### src/rtl/uctl_sync_pkg.sv
// Shared constants and helpers for the uctl input-conditioning blocks.
// Holds the minimum synchroniser depth and the default PHY-status filter length.
package uctl_sync_pkg;

    localparam int UCTL_SYNC_MIN_STAGES  = 2;
    localparam int UCTL_SYNC_DEF_FILT_CNT = 3;

    // Bits needed to hold 0..filt_cnt; never less than one so unused counters stay legal.
    function automatic int uctl_sync_cnt_width(input int filt_cnt);
        int w;
        w = 1;
        while ((1 << w) < (filt_cnt + 1)) begin
            w++;
        end
        return w;
    endfunction

endpackage

### src/rtl/uctl_sync_filter_ch.sv
// One conditioning channel: flop synchroniser, optional debounce counter and
// edge detector producing single-cycle rise/fall strobes.
module uctl_sync_filter_ch
    import uctl_sync_pkg::*;
#(
    parameter int   STAGES   = 2,
    parameter int   FILT_CNT = UCTL_SYNC_DEF_FILT_CNT,
    parameter logic RST_BIT  = 1'b0
) (
    input  logic clk,
    input  logic reset,
    input  logic dataIn,
    output logic dataOut,
    output logic riseOut,
    output logic fallOut
);

    localparam int CW = uctl_sync_cnt_width(FILT_CNT);

    logic [STAGES-1:0] sync_reg;
    logic              sync_out;
    logic              data_out_d_reg;

    generate
        if (STAGES < UCTL_SYNC_MIN_STAGES) begin : g_bad_stages
            $error("uctl_sync_filter_ch: STAGES must be at least 2");
        end
    endgenerate

    always_ff @(posedge clk or posedge reset) begin
        if (reset) begin
            sync_reg <= {STAGES{RST_BIT}};
        end else begin
            sync_reg <= {sync_reg[STAGES-2:0], dataIn};
        end
    end

    assign sync_out = sync_reg[STAGES-1];

    generate
        if (FILT_CNT == 0) begin : g_nofilt
            assign dataOut = sync_out;
        end else begin : g_filt
            logic [CW-1:0] cnt_reg;
            logic [CW-1:0] cnt_next;
            logic          level_reg;
            logic          level_next;

            // Any sample matching the held level clears the count, so only an
            // unbroken run of FILT_CNT differing samples moves the output.
            always_comb begin
                cnt_next   = '0;
                level_next = level_reg;
                if (sync_out != level_reg) begin
                    if (cnt_reg == CW'(FILT_CNT - 1)) begin
                        level_next = sync_out;
                    end else begin
                        cnt_next = cnt_reg + CW'(1);
                    end
                end
            end

            always_ff @(posedge clk or posedge reset) begin
                if (reset) begin
                    cnt_reg   <= '0;
                    level_reg <= RST_BIT;
                end else begin
                    cnt_reg   <= cnt_next;
                    level_reg <= level_next;
                end
            end

            assign dataOut = level_reg;
        end
    endgenerate

    always_ff @(posedge clk or posedge reset) begin
        if (reset) begin
            data_out_d_reg <= RST_BIT;
        end else begin
            data_out_d_reg <= dataOut;
        end
    end

    assign riseOut = dataOut & ~data_out_d_reg;
    assign fallOut = ~dataOut & data_out_d_reg;

endmodule

### src/rtl/uctl_sync_filter.sv
// WIDTH-channel input conditioner for PHY status lines; either a straight
// pass-through (BYPASS) or one independent uctl_sync_filter_ch per bit.
module uctl_sync_filter
    import uctl_sync_pkg::*;
#(
    parameter int               WIDTH    = 4,
    parameter int               STAGES   = 2,
    parameter int               FILT_CNT = UCTL_SYNC_DEF_FILT_CNT,
    parameter logic [WIDTH-1:0] RST_VAL  = '0,
    parameter bit               BYPASS   = 1'b0
) (
    input  logic             clk,
    input  logic             reset,
    input  logic [WIDTH-1:0] dataIn,
    output logic [WIDTH-1:0] dataOut,
    output logic [WIDTH-1:0] riseOut,
    output logic [WIDTH-1:0] fallOut
);

    genvar gi;

    generate
        if (BYPASS) begin : g_bypass
            logic bypass_unused;
            assign bypass_unused = &{1'b0, clk, reset};
            assign dataOut = dataIn;
            assign riseOut = '0;
            assign fallOut = '0;
        end else begin : g_sync
            for (gi = 0; gi < WIDTH; gi++) begin : g_ch
                uctl_sync_filter_ch #(
                    .STAGES   (STAGES),
                    .FILT_CNT (FILT_CNT),
                    .RST_BIT  (RST_VAL[gi])
                ) u_ch (
                    .clk     (clk),
                    .reset   (reset),
                    .dataIn  (dataIn[gi]),
                    .dataOut (dataOut[gi]),
                    .riseOut (riseOut[gi]),
                    .fallOut (fallOut[gi])
                );
            end
        end
    endgenerate

endmodule
### config.mk
export PLATFORM = sky130hd
export DESIGN_NAME = uctl_sync_filter
export DESIGN_NICKNAME = d
export VERILOG_FILES = /design/src/rtl/uctl_sync_pkg.sv /design/src/rtl/uctl_sync_filter_ch.sv /design/src/rtl/uctl_sync_filter.sv
export SDC_FILE = /design/constraint.sdc
export NUM_CORES = 1
export LEC_CHECK = 0
export BUFFER_PORTS_ARGS = -buffer_cell sky130_fd_sc_hd__buf_2
export CORE_UTILIZATION = 35
export CTS_CLUSTER_SIZE = 12
export DETAILED_ROUTE_END_ITERATION = 8
export GPL_TIMING_DRIVEN = 0
export HOLD_SLACK_MARGIN = 0.12
export SYNTH_ARGS = -nofsm -noshare
export SYNTH_HDL_FRONTEND = slang
export SYNTH_HIERARCHICAL = 1
export SYNTH_SLANG_ARGS = --single-unit
### constraint.sdc
create_clock -name clk -period 1.1 [get_ports clk]
set_input_delay 0.055 -clock clk [delete_from_list [all_inputs] [get_ports clk]]
set_output_delay 0.055 -clock clk [all_outputs]
set_load 0.01 [all_outputs]
* After elaboration in Yosys (flattened, before gate mapping)
Index checks and enable logic that the tools add are counted.
** Cells by class
- Add/sub/neg operators :: 4
- Multipliers :: 0
- Div/mod/pow operators :: 0
- $lt $le $gt $ge :: 0
- Eq/ne operators :: 8
- Shift-type cells :: 0
- Mux-type cells :: 8
- Bitwise operators :: 16
- Reduce and logical (&&, ||, !) cells :: 4
** Operator list (count)
- $mux W2 :: 8
- $add A2 B1 Y2 const B :: 4
- $and A1 B1 Y1 :: 8
- $eq A2 B2 Y1 const B :: 4
- $not A1 Y1 :: 8
- $reduce_and A2 Y1 :: 4
- $ne A1 B1 Y1 :: 4
** Word-level totals
- Register bits :: 24
- Bits in latches :: 0
- Memory bits (writable) :: 0
- Memory bits (read-only) :: 0
- Input bits :: 6
- Output and inout port bits :: 12
- Word-level logic and storage cells :: 56
- Memories :: 0

* Longest topological paths before layout
Gate-level depths: netlist of run 1.
- Depth after elaboration :: 3
- Mapped depth :: 2

* Modules after synthesis
The synthesis of run 1 kept the hierarchy.
** By module, submodules not included
- uctl_sync_filter_ch :: times used 4, cells an instance 14, area an instance 222.7 um^2, sequential area each 150.1 um^2

* Worst setup path before layout of run 1
OpenSTA, ideal clock, no wires.
- Path kind :: register -> register
- Start point :: register g_sync.g_ch[1].u_ch.g_filt.cnt_reg[0]
- End point :: register g_sync.g_ch[1].u_ch.g_filt.level_reg
- Library setup time :: 0.125 ns
- Arrival time :: 0.787 ns
- Data required time :: 0.975 ns
- Slack :: 0.188 ns
- Cell stages (with the launch flop) :: 3
- Clock period less this slack :: 0.912 ns
- Cell sequence :: dfrtp_1 nor2b_4 mux2_4
** On the way
- Word-level cells in the longest chain between the ends :: 2
** RTL lines
- start, declared :: line uctl_sync_filter_ch.sv:44 : logic [CW-1:0] cnt_reg;
- start signal, assigned :: line uctl_sync_filter_ch.sv:68 : cnt_reg <= cnt_next;
- $eq A2 B2 Y1 :: line uctl_sync_filter_ch.sv:55 : if (cnt_reg == CW'(FILT_CNT - 1)) begin
- $reduce_and A2 Y1 (no line)
- end signal, assigned :: line uctl_sync_filter_ch.sv:69 : level_reg <= level_next;
- end, declared :: line uctl_sync_filter_ch.sv:46 : logic level_reg;
Every way passes these cells.
A chain may end at the register's enable or synchronous reset.

* Final worst setup path of run 1
- Start point :: register g_sync.g_ch[0].u_ch.g_filt.level_reg
- End point :: output fallOut[0]
** On the way
- Word-level cells in the longest chain between the ends :: 2
** RTL lines
- start, declared :: line uctl_sync_filter_ch.sv:46
- start signal, assigned :: line uctl_sync_filter_ch.sv:69
- $not A1 Y1 :: line uctl_sync_filter_ch.sv:86 : assign fallOut = ~dataOut & data_out_d_reg;
- $and A1 B1 Y1 :: line uctl_sync_filter_ch.sv:86
- end, declared :: line uctl_sync_filter.sv:17 : output logic [WIDTH-1:0] fallOut
Every way passes these cells.

==> summary.md, run 1 <==
| Metric | Value |
|---|---|
| Outcome | finished with violations |
| Failing checks | negative setup slack |
| Number of synthesized flops with an enable pin | 0 |
| Post-Syn Nets | 62 |
| Leakage Power | 0.000556 uW |
| Finished Layout Cells | 114 |
| Setup slack at placement | between 150 and 200 ps |
| GP Congestion | 0.604 |
| CTS tree | built |
| Worst stage delay on the critical path | ~430 ps |
| Power per cell area | 2640 mW/mm^2 |
| Synthesis-to-layout area growth | 27.4% |
| Initial core utilization | 38.8% |
| Cells after synthesis | 56 |
| Layout cells sized above 1 | a little over two fifths |
| Peak VDD IR | 1310 uV |
| Post-synthesis sequential area ratio | 67.4% |
| Root Buffer | clkbuf_4 |
| Adder-Cell Fraction of Synth Area | 0% |
| CP delay by family, top | flip-flops |
| Hold Slack | 206 ps |
| Worst Skew | between 2 and 2.5 ps |
| Startpoint class of the critical path | flop |
| Reg2Reg Setup Slack | 100 ps |
| Maximum buffer depth of the clock tree | 2 |
| Number of global-route vias before repair | 465 |
| Max Cap Viol | 0 |
| WL/cell | 10.6 um |
| Vias | 497 |
| Relative max-transition margin | between 80% and 90% |
| Simple-Gate Fraction of Synth Area | 20.2% |
| Die Span Y | around 52 um |
| Area of the core | 0.00230 mm^2 |
| Slowest-stage cell, CP | dfrtp_1 |
| CP arrival | 1060 ps |
| Actual transition at the worst max-transition pin | roughly 240 ps |
| H-tree Lvls | 1 |
| Share of Yosys cell area claimed by the top area cell type | 67.4% |
| Vias/cell | 4.36 |
| Port bufs | 17 |
| Final setup violation count | 1 |
| Final net count | 93 |
| DRT Pass-1 Iters | 4 |
| Crit Path Class | flop to output pin |
| First-pass GRT wire length | 1990 um |
| Post-route ant nets | 0 |
| Grt met2 use | between 10% and 20% |
| RSZ-0062 raised after global routing | yes |
| Clock sink count | 24 |
| Initial antenna violation count | 0 |
| Worst-Skew Late Latency | 310 ps |
| CP Cell Sequence | and2b_1 > buf_2 |
| Post-Place Cells | a little over 100 |
| Synthesized cell area | 891 um^2 |
| Yosys reg bits | 24 |
| Ant. Diodes | 0 |
| Max Freq | 0.894 GHz |
| Routed WL | 1210 um |
| Final HPWL DP | 882 um |
| Grt met3 use | 5.22% |
| Grt ovf | 0 |
| Global routing's busiest layer | met2 |
| CP required | between 1000 and 1500 ps |
| Top cells by area, synth | dfrtp_1 (67%), mux2_4 (6.7%), nor2b_4 (6.2%) |
| CP Max Fanout | 5 |
| GRT Util Overall | 10.6% |
| WP buf/inv | 1 |
| Die area | 0.00275 mm^2 |
| IO Count | 18 |
| Mux share of post-synthesis cell area | under 10% |
| Combinational family with the most area after synthesis | simple AND/OR/NAND/NOR gates |
| Final Cycle Share | 102% |
| Residual DRC | 0 |
| Async SR Flop Fraction | 100% |
| Setup TNS | -18.9 ps |
| Cell row count | 17 |
| Worst Slack Setup Final | -18.9 ps |
| DR iter-0 viols | 4 |
| XOR/XNOR Fraction of Synth Area | 3.93% |
| Num CTS Buffers | 3 |
| CP Capture Type | output pin |
| Most numerous cell in the Yosys netlist | dfrtp_1 |
| GR Util met1 | 12.3% |
| Final Max Slew Viols | 0 |
| CTS clk-pin slew, worst paths | approximately 120 ps |
| Syn Area/Cell | ~16 um^2 |
| Yosys warning count | 6 |
| Post-synthesis compound-gate area fraction | 0% |
| Final Hold Fails | 0 |
| Hold Path Class | primary input to async pin |
| Synth area leader | dfrtp_1 |
| Die X | 52.5 um |
| Predominant post-synthesis flop cell | dfrtp_1 |
| Post-synth cell types | 9 |
| Final min period | 1120 ps |
| Largest net degree at the start of global routing | 14 |
## worst paths after layout
path / startpoint / end / depth (start not counted)
worst max-delay path: g_sync.g_ch[0].u_ch/dataOut / fallOut[0] / 2
worst min-delay path: reset / g_sync.g_ch[3].u_ch/g_filt.cnt_reg[1] / 3
worst max register to register: g_sync.g_ch[0].u_ch/dataOut / g_sync.g_ch[0].u_ch/g_filt.cnt_reg[0] / 3
worst min register to register: g_sync.g_ch[3].u_ch/sync_reg[0] / g_sync.g_ch[3].u_ch/sync_reg[1] / 0
max in group asynchronous: reset / g_sync.g_ch[1].u_ch/data_out_d_reg / 3
min in group clk: g_sync.g_ch[3].u_ch/sync_reg[0] / g_sync.g_ch[3].u_ch/sync_reg[1] / 0
## metrics by stage
| step | utilization, % | power [uW] | instance area, um^2 |
|---|---|---|---|
| floorplan | - | 2110 | 891 |
| global placement | 44.0 | 2400 | 1010 |
| detailed placement | 44.0 | 2430 | 1010 |
| CTS | 49.1 | 3020 | 1130 |
| global route | 49.4 | 3220 | 1130 |
| finish | 49.4 | 3000 | 1130 |
## worst reg2reg max path, cell delays in order, from the launching register on
cell,delay [ps]
dfrtp_1,430
buf_4,150
xnor2_1,230
nor3_1,80
## layer usage
| layer | part of all wire (%) | vias to the layer above |
|---|---|---|
| met3 | 7.5 | 3 |
| met5 | 0 | - |
| met4 | 2.0 | 0 |
| met1 | 41 | 241 |
| met2 | 49 | 16 |
| li1 | - | 237 |
## where the power goes
part | total [uW] | leakage [uW] | internal, uW | switching [uW]
clock | 449 | 0.0000210 | 203 | 246
sequential | 1400 | 0.000293 | 1170 | 229
combinational | 1150 | 0.000242 | 700 | 450
total | 3000 | 0.000556 | 2070 | 925
## timing repair
action | in CTS | in global routing
hold buffers | 5 | 0
hold endpoints to repair | 28 | 0
setup endpoints to repair | 8 | 8
resized for setup | 0 | 2
buffers inserted | 4 | 0
## layout make-up
class / count / area [um^2]
repair buffers: 26 / 173
fillers: 217 / 1160
flip-flops and latches: 24 / 601
multi-input cells: 28 / 275
inverters: 4 / 15.0
clock buffers: 4 / 36.3
well taps: 28 / 35.0
## placed cells by master, fill, tap and decap left out
cell and count:
and2b_1 4, clkbuf_8 1, dfrtp_1 24, buf_4 2, nor3_1 4, xnor2_1 4
nor2b_4 4, inv_1 4, nor3b_2 4, mux2_4 4, clkbuf_4 3, buf_2 17
dlygate4sd3_1 5, buf_6 2, nor2b_1 4
## kinds of logic (layout without fill, tap and decap cells)
kind of cell / Yosys count / after routing
xor+xnor: 4 / 4
buf+inv: 4 / 34
flops: 24 / 24
mux: 4 / 4
simple gates: 20 / 20
No activity file was read; power rests on OpenSTA's default activity.
==> run 2: changes to the inputs <==
clock period = 1 ns   (was 1.1 ns; I/O delays follow)
==> run 2 against run 1 <==
Against the previous run: the flow still finishes with violations (negative setup slack); routed wire length is 12% higher; sequential power is 12% higher; combinational power is 40% higher; critical endpoint unchanged; highest routed layer unchanged.
==> summary.md, run 2 (synthesis results as in run 1) <==
| Metric | Value |
|---|---|
| Final HPWL DP | between 800 and 900 um |
| Die Span Y | 52.5 um |
| Number of global-route vias before repair | 450 |
| CP arrival | between 1000 and 1500 ps |
| Area of the core | 0.00230 mm^2 |
| Maximum buffer depth of the clock tree | 2 |
| Die X | 52.5 um |
| Outcome | finished with violations |
| DR iter-0 viols | 4 |
| CTS tree | built |
| CP Max Fanout | 5 |
| Grt ovf | 0 |
| Slowest-stage cell, CP | dfrtp_1 |
| Worst-Skew Late Latency | 310 ps |
| Root Buffer | clkbuf_4 |
| WL/cell | approximately 12 um |
| Power per cell area | 2970 mW/mm^2 |
| Vias | 517 |
| Port bufs | 17 |
| Max Cap Viol | 0 |
| Die area | roughly 0.0028 mm^2 |
| Final Max Slew Viols | 0 |
| Startpoint class of the critical path | flop |
| Hold Path Class | primary input to async pin |
| Failing checks | negative setup slack |
| Final Cycle Share | 111% |
| Post-Place Cells | approximately 100 |
| Clock sink count | 24 |
| GP Congestion | 0.604 |
| Num CTS Buffers | 3 |
| First-pass GRT wire length | about 2000 um |
| Leakage Power | approximately 0.00060 uW |
| Max Freq | 0.897 GHz |
| Synthesis-to-layout area growth | 38.6% |
| Routed WL | 1350 um |
| CP Capture Type | output pin |
| H-tree Lvls | 1 |
| Final net count | 95 |
| CTS clk-pin slew, worst paths | 120 ps |
| Relative max-transition margin | 83.7% |
| Layout cells sized above 1 | 51.1% |
| Ant. Diodes | 0 |
| Final setup violation count | 10 |
| Largest net degree at the start of global routing | 14 |
| CP Cell Sequence | and2b_1 > buf_2 |
| CP required | 950 ps |
| Worst stage delay on the critical path | 430 ps |
| Actual transition at the worst max-transition pin | around 240 ps |
| Post-route ant nets | 0 |
| Final Hold Fails | 0 |
| Initial core utilization | 38.8% |
| Hold Slack | 202 ps |
| Final min period | ~1100 ps |
| Commonest non-fill, non-tap cell in the layout | dfrtp_1 |
| Fillers | 200 |
| RSZ-0062 raised after global routing | yes |
| Crit Path Class | flop to output pin |
| Worst Skew | 2.98 ps |
| Residual DRC | 0 |
| DRT Pass-1 Iters | 4 |
| Initial antenna violation count | 0 |
| Finished Layout Cells | 116 |
| Peak VDD IR | 1620 uV |
| GRT Util Overall | between 10% and 20% |
| Vias/cell | 4.46 |
| Cell row count | 17 |
| Most frequent cells in the layout | dfrtp_1 (24), buf_2 (14), buf_6 (6) |
| IO Count | 18 |
| Worst Slack Setup Final | -114 ps |
==> run 2: cell types whose count changed in the layout (fill, tap and decap cells not counted), moves of 2 or more <==
| cell | previous run | this run |
|---|---|---|
| xnor2_4 | 0 | 2 |
| nor3_2 | 0 | 2 |
| xnor2_1 | 4 | 1 |
| buf_6 | 2 | 6 |
| buf_2 | 17 | 14 |
| nor3_1 | 4 | 2 |
==> run 2: final cells by class <==
type	instances	area, um^2	area share [%]
sequential	24	601	48.6
tap	28	35.0	2.84
clock buffer	4	36.3	2.94
timing repair buffer	28	210	17.0
multi-input combinational	28	338	27.4
inverter	4	15.0	1.22
==> run 2: what timing repair did <==
action / 4_1_cts / 5_1_grt
buffers inserted: 4 / 2
gates resized for setup: 5 / 10
pin swaps: 0 / 2
hold buffers: 5 / 0
endpoints found under the hold margin: 28 / 0
endpoints found under the setup margin: 10 / 17
==> run 2: stage by stage <==
step                power [uW]  util (%)  area, um^2  setup TNS (ps)  worst slack (ps)
finish                    3670      53.8        1230            -606              -114
global route              3920      53.8        1230           -1270              -179
global placement          2640      44.0        1010               0              65.6
floorplan                 2320         -         891               0              87.8
detailed placement        2680      44.0        1010               0              52.3
CTS                       3430      50.3        1150            -756              -143
==> run 2: final timing paths <==
check	end	from	slack [ps]	depth (start not counted)
max in group asynchronous	g_sync.g_ch[1].u_ch/data_out_d_reg	reset	600	3
setup reg to reg	g_sync.g_ch[0].u_ch/dataOut	g_sync.g_ch[0].u_ch/g_filt.cnt_reg[1]	20	2
hold reg to reg	g_sync.g_ch[3].u_ch/sync_reg[1]	g_sync.g_ch[3].u_ch/sync_reg[0]	360	0
setup / recovery	fallOut[0]	g_sync.g_ch[0].u_ch/dataOut	-110	2
hold / removal	g_sync.g_ch[3].u_ch/g_filt.cnt_reg[1]	reset	200	3
min in group clk	g_sync.g_ch[3].u_ch/sync_reg[1]	g_sync.g_ch[3].u_ch/sync_reg[0]	360	0
==> run 2: where the power goes <==
group / switching (uW) / total, uW / internal, uW
logic: 597 / 1610 / 1010
registers: 282 / 1570 / 1290
clock network: 271 / 494 / 223
==> run 2: per-layer routing <==
metal  vias up  wire length [um]  GRT usage, %
met5         -                 0             0
met4         0                24          3.95
met3         3                90          5.22
met2        16               699          16.7
met1       256               534          12.5
li1        242                 -             -
==> run 2: worst max-delay path, delay by kind of cell, from the launching register on <==
kind / cells / cell delay (ps)
buffers and inverters: 1 / 120
flip-flops: 1 / 430
AND/OR/NAND/NOR: 1 / 200
==> run 3: changes to the inputs <==
SKIP_LAST_GASP = 1   (was not set)
==> run 3 against run 2 <==
Against the previous run: the flow still finishes with violations (negative setup slack); global-route usage decreased by 0.062 points; clock power about the same; register-to-register slack about the same; count of clock-buffer cells in the layout unchanged; total power decreased by 1.4%; sequential cell count unchanged; critical path type unchanged; critical endpoint unchanged; largest cell class unchanged; largest power group is now sequential cells.
==> summary.md, run 3 (synthesis results as in run 1) <==
| Metric | Value |
|---|---|
| Outcome | finished with violations |
| Failing checks | negative setup slack |
| Max Cap Viol | 0 |
| Slowest-stage cell, CP | dfrtp_1 |
| Setup slack at placement | 52.3 ps |
| Startpoint class of the critical path | flop |
| Maximum buffer depth of the clock tree | 2 |
| Num CTS Buffers | 3 |
| Worst Skew | 2.79 ps |
| Max Freq | 0.897 GHz |
| Port bufs | 17 |
| Post-route ant nets | 0 |
| IO Count | 18 |
| Final net count | 95 |
| WL/cell | 11.1 um |
| Final min period | 1110 ps |
| Cell row count | 17 |
| Multi-input gate area | between 300 and 400 um^2 |
| Power per cell area | just under 3000 mW/mm^2 |
| Final Hold Fails | 0 |
| Final Max Slew Viols | 0 |
| Largest net degree at the start of global routing | 14 |
| Most frequent cells in the layout | dfrtp_1 (24), buf_2 (14), buf_6 (6) |
| Post-Place Cells | 101 |
| R2r worst-path depth | 2 |
| CP Cell Sequence | and2b_1 > buf_2 |
| R2r startpoint | g_sync.g_ch[0].u_ch/g_filt.cnt_reg[1] |
| Setup TNS | -581 ps |
| Root Buffer | clkbuf_4 |
| Reg2Reg Setup Slack | 20 ps |
| Die area | 0.00275 mm^2 |
| Initial antenna violation count | 0 |
| Number of global-route vias before repair | 454 |
| Final setup violation count | 10 |
| Leakage Power | 0.000600 uW |
| Layout cells sized above 1 | between 50 and 60% |
| Relative max-transition margin | 83.6% |
| Finished Layout Cells | around 120 |
| Vias/cell | 4.40 |
| Worst Slack Setup Final | -115 ps |
| Hold Slack | 202 ps |
| Worst-Skew Late Latency | 310 ps |
| RSZ-0062 raised after global routing | yes |
| Area of the core | 0.00230 mm^2 |
| Initial core utilization | 38.8% |
| PnR Total Power | ~3600 uW |
| Fillers | 202 |
| GP Congestion | ~0.60 |
| DRT Pass-1 Iters | 2 |
| CP Capture Type | output pin |
| Residual DRC | 0 |
| Worst stage delay on the critical path | 430 ps |
| Clock sink count | 24 |
| Final Cycle Share | 111% |
| Actual transition at the worst max-transition pin | roughly 250 ps |
| Die Span Y | roughly 52 um |
| Synthesis-to-layout area growth | 37.4% |
| CP required | 950 ps |
| Hold Path Class | primary input to async pin |
| Peak VDD IR | ~1600 uV |
| CTS clk-pin slew, worst paths | 120 ps |
| Crit Path Class | flop to output pin |
| Routed WL | about 1300 um |
| H-tree Lvls | 1 |
| Commonest non-fill, non-tap cell in the layout | dfrtp_1 |
| Ant. Diodes | 0 |
| Worst reg2reg path endpoint | g_sync.g_ch[0].u_ch/dataOut |
| First-pass GRT wire length | around 2000 um |
| GRT Util Overall | 10.6% |
| Grt ovf | 0 |
| Register area | 601 um^2 |
| Vias | 510 |
| DR iter-0 viols | 4 |
| CP arrival | around 1100 ps |
| Final HPWL DP | a little under 900 um |
| CP Max Fanout | 5 |
| Die X | 52.5 um |
| CTS tree | built |
-- run 3: layout make-up --
cell class              instances  area share (%)
repair buffers                 28            17.2
clock buffers                   4            2.97
flip-flops and latches         24            49.1
multi-input cells              28            26.7
well taps                      28            2.86
inverters                       4            1.23
-- run 3: through the flow --
| stage | cell area [um^2] | util (%) |
|---|---|---|
| final | 1220 | 53.3 |
| after global routing | 1220 | 53.3 |
| after global placement | 1010 | 44.0 |
| after detailed placement | 1010 | 44.0 |
| after floorplan | 891 | - |
| after CTS | 1150 | 49.9 |
-- run 3: worst max path at each step --
stage / start / end / slack, ps / depth (start not counted)
2_1_floorplan: g_sync.g_ch[1].u_ch/g_filt.cnt_reg[0] / g_sync.g_ch[1].u_ch/dataOut / 90 / 2
5_1_grt: g_sync.g_ch[0].u_ch/dataOut / fallOut[0] / -180 / 2
3_5_place_dp: g_sync.g_ch[1].u_ch/g_filt.cnt_reg[1] / g_sync.g_ch[1].u_ch/dataOut / 50 / 2
3_3_place_gp: g_sync.g_ch[2].u_ch/g_filt.cnt_reg[0] / g_sync.g_ch[2].u_ch/dataOut / 70 / 2
4_1_cts: g_sync.g_ch[0].u_ch/dataOut / fallOut[0] / -140 / 2
6_report: g_sync.g_ch[0].u_ch/dataOut / fallOut[0] / -110 / 2
-- run 3: routing by layer --
| layer | up-vias | wire, um | track usage, % |
|---|---|---|---|
| met1 | 251 | 548 | 12.5 |
| met3 | 3 | 74 | 5.22 |
| met4 | 0 | 19 | 3.95 |
| li1 | 242 | - | - |
| met5 | - | 0 | 0 |
| met2 | 14 | 651 | 16.5 |
-- run 3: where the power goes --
group	internal [uW]	switching, uW	leakage (uW)
Clock	223	269	0.0000210
Combinational	987	576	0.000286
Sequential	1290	279	0.000293
-- run 3: repair_timing --
item | in CTS | in global routing
pin swaps | 0 | 2
setup endpoints to repair | 10 | 17
hold buffers | 5 | 0
hold endpoints to repair | 28 | 0
setup buffers | 4 | 2
resized for setup | 4 | 10
-- run 3: critical path, delay by kind of cell, from the launching register on --
family / cells / cell delay, ps
DFF: 1 / 430
and+or+nand+nor: 1 / 210
buffers and inverters: 1 / 120
